<file path="src/rtl/operand_streamer_pkg.sv">
`default_nettype none
// ============================================================================
// Module      : operand_streamer_pkg
// Description : Shared types and helpers for the operand streamer: state
//               encoding, the six-deep loop-counter record and the
//               padding-tap test.
// Revision    : 1.0  initial release
// ============================================================================
package operand_streamer_pkg;

  // Controller states; encoding fixed so it is stable across revisions
  typedef enum logic [1:0] {
    IDLE   = 2'd0,
    STREAM = 2'd1,
    DRAIN  = 2'd2
  } state_e;

  // Loop position, ordered outer (x) to inner (kx)
  typedef struct packed {
    logic [31:0] x;
    logic [31:0] y;
    logic [31:0] ch_in;
    logic [31:0] ch_out;
    logic [31:0] ky;
    logic [31:0] kx;
  } loop_cnt_t;

  // Source coordinate of a kernel tap, centred on the output pixel
  function automatic logic signed [32:0] tap_coord(input logic [31:0] pos,
                                                   input logic [31:0] tap,
                                                   input int unsigned k);
    return $signed({1'b0, pos}) + $signed({1'b0, tap}) - $signed(33'((k - 1) / 2));
  endfunction

  // A tap is padding when its source pixel lies outside the feature map
  function automatic logic is_pad(input logic signed [32:0] xx,
                                  input logic signed [32:0] yy,
                                  input int unsigned w,
                                  input int unsigned h);
    return (xx < 33'sd0) || (yy < 33'sd0) ||
           (xx >= $signed(33'(w))) || (yy >= $signed(33'(h)));
  endfunction

endpackage
`default_nettype wire

</file>
<file path="src/rtl/stream_fifo2.sv">
`default_nettype none
// ============================================================================
// Module      : stream_fifo2
// Description : Two-entry synchronous FIFO with simultaneous push/pop and a
//               combinational head output.
// Revision    : 1.0  initial release
// ============================================================================
module stream_fifo2 #(
  parameter int WIDTH = 32
) (
  input  logic             clk,
  input  logic             arst_n_in,
  input  logic             push,
  input  logic             pop,
  input  logic [WIDTH-1:0] wdata,
  output logic [WIDTH-1:0] rdata,
  output logic             full,
  output logic             empty
);

  logic [WIDTH-1:0] r_mem [2];
  logic             r_wr_ptr;
  logic             r_rd_ptr;
  logic [1:0]       r_count;
  logic             w_do_push;
  logic             w_do_pop;

  // A push into a full FIFO is only accepted when a pop frees a slot
  assign w_do_push = push && (!full || pop);
  assign w_do_pop  = pop && !empty;
  assign full      = (r_count == 2'd2);
  assign empty     = (r_count == 2'd0);
  assign rdata     = r_mem[r_rd_ptr];

  // Storage, pointers and occupancy
  always_ff @(posedge clk or negedge arst_n_in) begin
    if (!arst_n_in) begin
      r_mem[0] <= '0;
      r_mem[1] <= '0;
      r_wr_ptr <= 1'b0;
      r_rd_ptr <= 1'b0;
      r_count  <= 2'd0;
    end else begin
      if (w_do_push) begin
        r_mem[r_wr_ptr] <= wdata;
        r_wr_ptr        <= ~r_wr_ptr;
      end
      if (w_do_pop) begin
        r_rd_ptr <= ~r_rd_ptr;
      end
      case ({w_do_push, w_do_pop})
        2'b10:   r_count <= r_count + 2'd1;
        2'b01:   r_count <= r_count - 2'd1;
        default: r_count <= r_count;
      endcase
    end
  end

endmodule
`default_nettype wire

</file>
<file path="src/rtl/operand_streamer.sv">
`default_nettype none
// ============================================================================
// Module      : operand_streamer
// Description : Walks the convolution loop nest, fetches activation/weight
//               pairs from synchronous memories (zero for padded taps) and
//               streams them on the a/b valid/ready handshake.
// Revision    : 1.0  initial release
// ============================================================================
module operand_streamer
  import operand_streamer_pkg::*;
#(
  parameter int FEATURE_MAP_WIDTH  = 1024,
  parameter int FEATURE_MAP_HEIGHT = 1024,
  parameter int INPUT_NB_CHANNELS  = 64,
  parameter int OUTPUT_NB_CHANNELS = 64,
  parameter int KERNEL_SIZE        = 3,
  parameter int DATA_WIDTH         = 16,
  parameter int ADDR_WIDTH         = 32
) (
  input  logic                  clk,
  input  logic                  arst_n_in,
  input  logic                  start,
  output logic                  busy,
  output logic                  done,
  output logic                  act_re,
  output logic [ADDR_WIDTH-1:0] act_addr,
  input  logic [DATA_WIDTH-1:0] act_rdata,
  output logic                  wgt_re,
  output logic [ADDR_WIDTH-1:0] wgt_addr,
  input  logic [DATA_WIDTH-1:0] wgt_rdata,
  output logic                  a_valid,
  output logic [DATA_WIDTH-1:0] a_data,
  input  logic                  a_ready,
  output logic                  b_valid,
  output logic [DATA_WIDTH-1:0] b_data,
  input  logic                  b_ready
);

  localparam logic [31:0] c_x_last    = 32'(FEATURE_MAP_WIDTH - 1);
  localparam logic [31:0] c_y_last    = 32'(FEATURE_MAP_HEIGHT - 1);
  localparam logic [31:0] c_cin_last  = 32'(INPUT_NB_CHANNELS - 1);
  localparam logic [31:0] c_cout_last = 32'(OUTPUT_NB_CHANNELS - 1);
  localparam logic [31:0] c_k_last    = 32'(KERNEL_SIZE - 1);
  localparam logic [ADDR_WIDTH-1:0] c_w_a   = ADDR_WIDTH'(FEATURE_MAP_WIDTH);
  localparam logic [ADDR_WIDTH-1:0] c_cin_a = ADDR_WIDTH'(INPUT_NB_CHANNELS);
  localparam logic [ADDR_WIDTH-1:0] c_k_a   = ADDR_WIDTH'(KERNEL_SIZE);

  state_e                    r_state;
  state_e                    w_state_next;
  loop_cnt_t                 r_cnt;
  loop_cnt_t                 w_cnt_next;
  logic                      r_inflight;
  logic                      r_pad;
  logic signed [32:0]        w_xx;
  logic signed [32:0]        w_yy;
  logic                      w_pad;
  logic                      w_last;
  logic                      w_issue;
  logic                      w_xfer;
  logic [2:0]                w_occ;
  logic [1:0]                w_fifo_cnt;
  logic                      w_full;
  logic                      w_empty;
  logic                      w_push;
  logic                      w_pop;
  logic [2*DATA_WIDTH-1:0]   w_head_in;
  logic [2*DATA_WIDTH-1:0]   w_fifo_rdata;
  logic [2*DATA_WIDTH-1:0]   w_head;
  logic [ADDR_WIDTH-1:0]     w_act_addr;
  logic [ADDR_WIDTH-1:0]     w_wgt_addr;

  // Tap geometry for the current loop position
  assign w_xx  = tap_coord(r_cnt.x, r_cnt.kx, KERNEL_SIZE);
  assign w_yy  = tap_coord(r_cnt.y, r_cnt.ky, KERNEL_SIZE);
  assign w_pad = is_pad(w_xx, w_yy, FEATURE_MAP_WIDTH, FEATURE_MAP_HEIGHT);

  assign w_last = (r_cnt.x == c_x_last) && (r_cnt.y == c_y_last) &&
                  (r_cnt.ch_in == c_cin_last) && (r_cnt.ch_out == c_cout_last) &&
                  (r_cnt.ky == c_k_last) && (r_cnt.kx == c_k_last);

  // Logical queue = FIFO entries plus the read still in flight this cycle
  assign w_xfer     = a_valid && a_ready && b_ready;
  assign w_fifo_cnt = {w_full, !w_empty && !w_full};
  assign w_occ      = {1'b0, w_fifo_cnt} + {2'b00, r_inflight} - {2'b00, w_xfer};
  assign w_issue    = (r_state == STREAM) && (w_occ < 3'd2);

  assign w_act_addr = (ADDR_WIDTH'(w_yy) * c_w_a + ADDR_WIDTH'(w_xx)) * c_cin_a +
                      ADDR_WIDTH'(r_cnt.ch_in);
  assign w_wgt_addr = ((ADDR_WIDTH'(r_cnt.ch_out) * c_cin_a + ADDR_WIDTH'(r_cnt.ch_in)) *
                       c_k_a + ADDR_WIDTH'(r_cnt.ky)) * c_k_a + ADDR_WIDTH'(r_cnt.kx);

  assign act_re   = w_issue && !w_pad;
  assign wgt_re   = w_issue;
  assign act_addr = act_re ? w_act_addr : '0;
  assign wgt_addr = wgt_re ? w_wgt_addr : '0;

  // Memory data arriving now; padded taps substitute a zero activation
  assign w_head_in = {(r_pad ? {DATA_WIDTH{1'b0}} : act_rdata), wgt_rdata};

  // An arriving pair bypasses an empty FIFO and is stored only if not taken
  assign w_push = r_inflight && !(w_empty && w_xfer);
  assign w_pop  = w_xfer && !w_empty;
  assign w_head = w_empty ? w_head_in : w_fifo_rdata;

  assign a_valid = !w_empty || r_inflight;
  assign b_valid = a_valid;
  assign a_data  = a_valid ? w_head[2*DATA_WIDTH-1:DATA_WIDTH] : '0;
  assign b_data  = a_valid ? w_head[DATA_WIDTH-1:0] : '0;

  assign done = (r_state == DRAIN) && w_empty && !r_inflight;
  assign busy = (r_state != IDLE) && !done;

  stream_fifo2 #(
    .WIDTH (2 * DATA_WIDTH)
  ) u_fifo (
    .clk       (clk),
    .arst_n_in (arst_n_in),
    .push      (w_push),
    .pop       (w_pop),
    .wdata     (w_head_in),
    .rdata     (w_fifo_rdata),
    .full      (w_full),
    .empty     (w_empty)
  );

  // Loop nest advance: kx innermost, each counter carries into the next outer
  always_comb begin
    w_cnt_next = r_cnt;
    if (r_cnt.kx != c_k_last) begin
      w_cnt_next.kx = r_cnt.kx + 32'd1;
    end else begin
      w_cnt_next.kx = '0;
      if (r_cnt.ky != c_k_last) begin
        w_cnt_next.ky = r_cnt.ky + 32'd1;
      end else begin
        w_cnt_next.ky = '0;
        if (r_cnt.ch_out != c_cout_last) begin
          w_cnt_next.ch_out = r_cnt.ch_out + 32'd1;
        end else begin
          w_cnt_next.ch_out = '0;
          if (r_cnt.ch_in != c_cin_last) begin
            w_cnt_next.ch_in = r_cnt.ch_in + 32'd1;
          end else begin
            w_cnt_next.ch_in = '0;
            if (r_cnt.y != c_y_last) begin
              w_cnt_next.y = r_cnt.y + 32'd1;
            end else begin
              w_cnt_next.y = '0;
              w_cnt_next.x = (r_cnt.x != c_x_last) ? r_cnt.x + 32'd1 : '0;
            end
          end
        end
      end
    end
  end

  // Next-state logic for the stream controller
  always_comb begin
    w_state_next = r_state;
    case (r_state)
      IDLE:    if (start) w_state_next = STREAM;
      STREAM:  if (w_issue && w_last) w_state_next = DRAIN;
      DRAIN:   if (done) w_state_next = IDLE;
      default: w_state_next = IDLE;
    endcase
  end

  // State, loop counters and the one-deep in-flight read tracker
  always_ff @(posedge clk or negedge arst_n_in) begin
    if (!arst_n_in) begin
      r_state    <= IDLE;
      r_cnt      <= '0;
      r_inflight <= 1'b0;
      r_pad      <= 1'b0;
    end else begin
      r_state    <= w_state_next;
      r_inflight <= w_issue;
      r_pad      <= w_issue && w_pad;
      if (r_state == IDLE) begin
        r_cnt <= '0;
      end else if (w_issue) begin
        r_cnt <= w_cnt_next;
      end
    end
  end

endmodule
`default_nettype wire

</file>
<file path="config.mk">
export PLATFORM = sky130hd
export DESIGN_NAME = operand_streamer
export DESIGN_NICKNAME = d
export VERILOG_FILES = /design/src/rtl/operand_streamer_pkg.sv /design/src/rtl/stream_fifo2.sv /design/src/rtl/operand_streamer.sv
export SDC_FILE = /design/constraint.sdc
export NUM_CORES = 1
export LEC_CHECK = 0
export CORE_ASPECT_RATIO = 1.25
export CORE_MARGIN = 1
export CORE_UTILIZATION = 60
export CTS_CLUSTER_SIZE = 16
export DETAILED_ROUTE_END_ITERATION = 10
export GPL_TIMING_DRIVEN = 0
export PLACE_DENSITY = 0.77
export SYNTH_ARGS = -nofsm -noshare
export SYNTH_HDL_FRONTEND = slang
export SYNTH_SLANG_ARGS = --single-unit
</file>
<file path="constraint.sdc">
create_clock -name clk -period 21.8 [get_ports clk]
set_input_delay 3.27 -clock clk [delete_from_list [all_inputs] [get_ports clk]]
set_output_delay 3.27 -clock clk [all_outputs]
set_load 0.05 [all_outputs]
</file>
==> key figures <==
STA
  • Setup violation total in the final timing report: 0
  • Worst hold margin: 0.4796 ns
  • Fin. max-slew vios: 0
  • Number of failing hold endpoints at the final stage: 0
  • Tcrit/Tclk final: 60.12%
  • Unrepaired setup endpoints after global routing: false
  • Max Clock Skew: 0.01915 ns
  • Worst Max-Slew Pin Slew: 1.215 ns
  • Final critical delay including setup and external delays: 13.11 ns
  • Relative slew margins: 16.89%
  • Setup TNS: 0 ns
  • FMAX: 0.07630 GHz

Route
  • Final antenna-violating net count: 0
  • Vias after detailed routing: 24.13k
  • WL/cell: 19.40 um
  • Total Wirelength: 76650 um
  • Total DRC errors in the routed layout: 0
  • First DRT Iteration DRCs: 1983
  • Number of iterations in the first detailed-routing pass: 5
  • Post-DR vias/cell: 6.107

Synth
  • Post-Syn Area: 0.02586 sq mm
  • Net count after synthesis: 3574
  • Warnings from Yosys: 0
  • Synthesis-stage register bit count: 264
  • EDFF count, synth: 0
  • Yosys top cell by area: dfrtp_1
  • Most numerous cell types in the synthesized netlist: 375 x inv_1, 305 x nor2_1, 271 x ha_1, 266 x nand2_1, 264 x dfrtp_1
  • Share of flip-flops with an asynchronous set or reset: 100.0%
  • Avg Synthesized Cell Area: 8.077 sq um
  • Leading cell type by number of instances after synthesis: inv_1
  • Synth top area cells: dfrtp_1 26%, ha_1 13%, xnor2_1 6.7%, inv_1 5.4%, fa_1 5.0%
  • Share of synthesized area occupied by flip-flops and latches: 25.55%
  • Share of the synthesized area in the top cell type: 25.55%
  • Post-Synthesis Cells: 3202
  • Distinct cell type count after synthesis: 89
  • Dominant register cell in the synthesized netlist: dfrtp_1

Clock network
  • CTS buffer count: 28
  • CTS tree: built
  • Clock root buffer: clkbuf_16
  • Clock slew seen by the registers of the worst setup and hold paths: 0.06 ns
  • Number of buffers added to fix hold violations after cts: 0
  • CTS Sinks: 264
  • Postcts setup bufs: 0
  • Htree depth: 1
  • Post-cts sizing count: 0
  • Max Root-Sink Buffers: 3
  • Worst-Skew Late Latency: 0.58 ns

Setup path
  • Critical path required time: 18.53 ns
  • Cell repeated most along the worst path: a21oi_1
  • Sort of element at the end of the critical path: primary output
  • Worst R2R Setup Slack: 15.69 ns
  • Worst setup path startpoint: r_cnt[102]
  • Worst reg2reg startpoint: u_fifo.r_count[0]
  • CP endpoint: wgt_addr[31]
  • Critical-path cell with the highest stage delay: clkdlybuf4s50_1
  • R2R cell count: 17
  • Maximum fanout along the worst path: 8
  • Worst setup path category: reg2out
  • R2R Path End: r_cnt[174]
  • Critical path launch point type: flop
  • Crit path largest cell delay: 0.83 ns
  • Data arrival time of the critical path: 9.84 ns

Global route
  • GR Util All Layers: 34.76%
  • Congestion Overflow GR: 0
  • Pin count of the biggest net entering global routing: 121
  • Number of global-route vias before repair: 23.21k
  • Global-route wire length before repair: 121900 um
  • Number of antenna violations at the first check in global routing: 0

Placed design
  • Global placement routability congestion: 0.9732
  • I/O Buffers: 138
  • HPWL after detailed placement: 61950 um
  • Cell count after placement: 3901

Worst hold path
  • Min-Delay Path Depth: 2
  • Worst hold path class: reg2reg

Finish
  • Fin nets: 3744
  • Layout cells sized above 1: 3.744%
  • Filler cells: 3576
  • Ant. Diodes: 0
  • Utilization after layout: 68.65%
  • Count of non-filler cells in the finished layout: 3951
  • Signed area change from the synthesized netlist to the final layout: 12.16%

Job
  • Max-cap viol count: 0

Power and ir drop
  • Standby leakage power: 13.72 nW
  • Total power per unit cell area: 125.4 mW/mm^2
  • Peak supply drop: 0.0001561 V

Floorplan
  • Floorplan die width: 187.7 um
  • Std-Cell Core Area: 0.04225 sq mm
  • Initial core utilization: 61.21%
  • Count of standard-cell rows: 84
  • Ports: 139
  • Total die area: 0.04394 sq mm
  • Die outline height: 234.1 um

Run status
  • Run status: completed
## report_power, final
group	internal [mW]	switching, mW	leakage [nW]	total, mW
clock	0.313	0.210	0.489	0.523
sequential	0.567	0.0621	3.52	0.629
combinational	0.928	1.56	9.71	2.48
## how the worst min path moves through the flow
stage                                 from               end  slack, ns
final                     u_fifo.r_mem[56]  u_fifo.r_mem[56]       0.48
after global routing      u_fifo.r_mem[52]  u_fifo.r_mem[52]       0.51
after global placement    u_fifo.r_mem[16]  u_fifo.r_mem[16]       0.46
after detailed placement  u_fifo.r_mem[52]  u_fifo.r_mem[52]       0.47
after CTS                 u_fifo.r_mem[52]  u_fifo.r_mem[52]       0.48
after floorplan           u_fifo.r_mem[48]  u_fifo.r_mem[48]       0.45
## through the flow
step	setup WS (ns)	cell area (sq um)	total power [mW]
finish	8.693	29010	3.637
floorplan	10.93	25860	2.394
global placement	6.193	27940	3.027
CTS	8.732	29010	3.627
detailed placement	9.369	28010	3.092
global route	8.086	29010	3.875
## cell families after synthesis
group	synth area share (%)
DFF	25.55
adders and majority gates	18.07
and+or+nand+nor	20.78
xor gates and xnor gates	9.086
buffers and inverters	6.619
muxes	3.154
AOI/OAI and AO/OA	16.75
## sequential cells by signal, summed over array words and instances (netlist names)
signal	cells
u_fifo.r_mem	64
r_inflight	1
u_fifo.r_count	2
u_fifo.r_wr_ptr	1
r_pad	1
r_cnt	192
u_fifo.r_rd_ptr	1
r_state	2
## metal layers
metal  GRT usage (%)  part of all wire [%]
met5               0                     0
met2           60.79                    49
met1           42.36                    40
met3           3.726                   6.0
met4           18.24                   5.4
## layout make-up
cell class / instances / area [sq um] / share of cell area, %
inverter: 375 / 1408 / 4.853
buffer: 79 / 304.0 / 1.048
clock inverter: 10 / 160.2 / 0.5522
tap: 559 / 699.4 / 2.411
clock buffer: 40 / 837.1 / 2.886
timing repair buffer: 140 / 1441 / 4.969
sequential: 264 / 6606 / 22.78
multi-input combinational: 2484 / 17550 / 60.50
## placed cells by master (no fill, tap or decap), types with 8 or more instances in the layout
master	synthesis	layout
nand3_1	100	100
clkdlybuf4s50_1	0	137
mux2i_1	41	41
xor2_1	64	64
o31ai_1	23	23
o21a_1	29	29
o22ai_1	8	8
o21ai_0	253	253
ha_1	271	271
o21bai_1	25	25
nor2_1	305	305
dfrtp_1	264	264
inv_1	375	375
a21oi_1	172	172
nor3_1	96	96
nor4_1	48	48
a31oi_1	26	26
nand2_1	266	266
and2_1	14	14
o41ai_1	10	10
clkbuf_1	68	72
nor3b_1	12	12
a211oi_1	17	17
xnor2_1	199	199
clkbuf_16	0	29
fa_1	64	64
nand4_1	48	48
nor2b_1	26	26
mux2_2	36	36
o211ai_1	14	14
or3_1	23	23
nand2b_1	46	46
or2_2	10	10
and3_1	56	56
a21o_1	62	62
## worst max-delay path, delay by kind of cell, from the launching register on
family                     cells  cell delay, ns
AOI/OAI and AO/OA             17            3.46
xor gates and xnor gates       4            1.34
adders and majority gates      6            2.34
buffers and inverters          4            1.09
DFF                            1            0.49
and+or+nand+nor                3            0.51
Power figures use the tool's default switching activity.
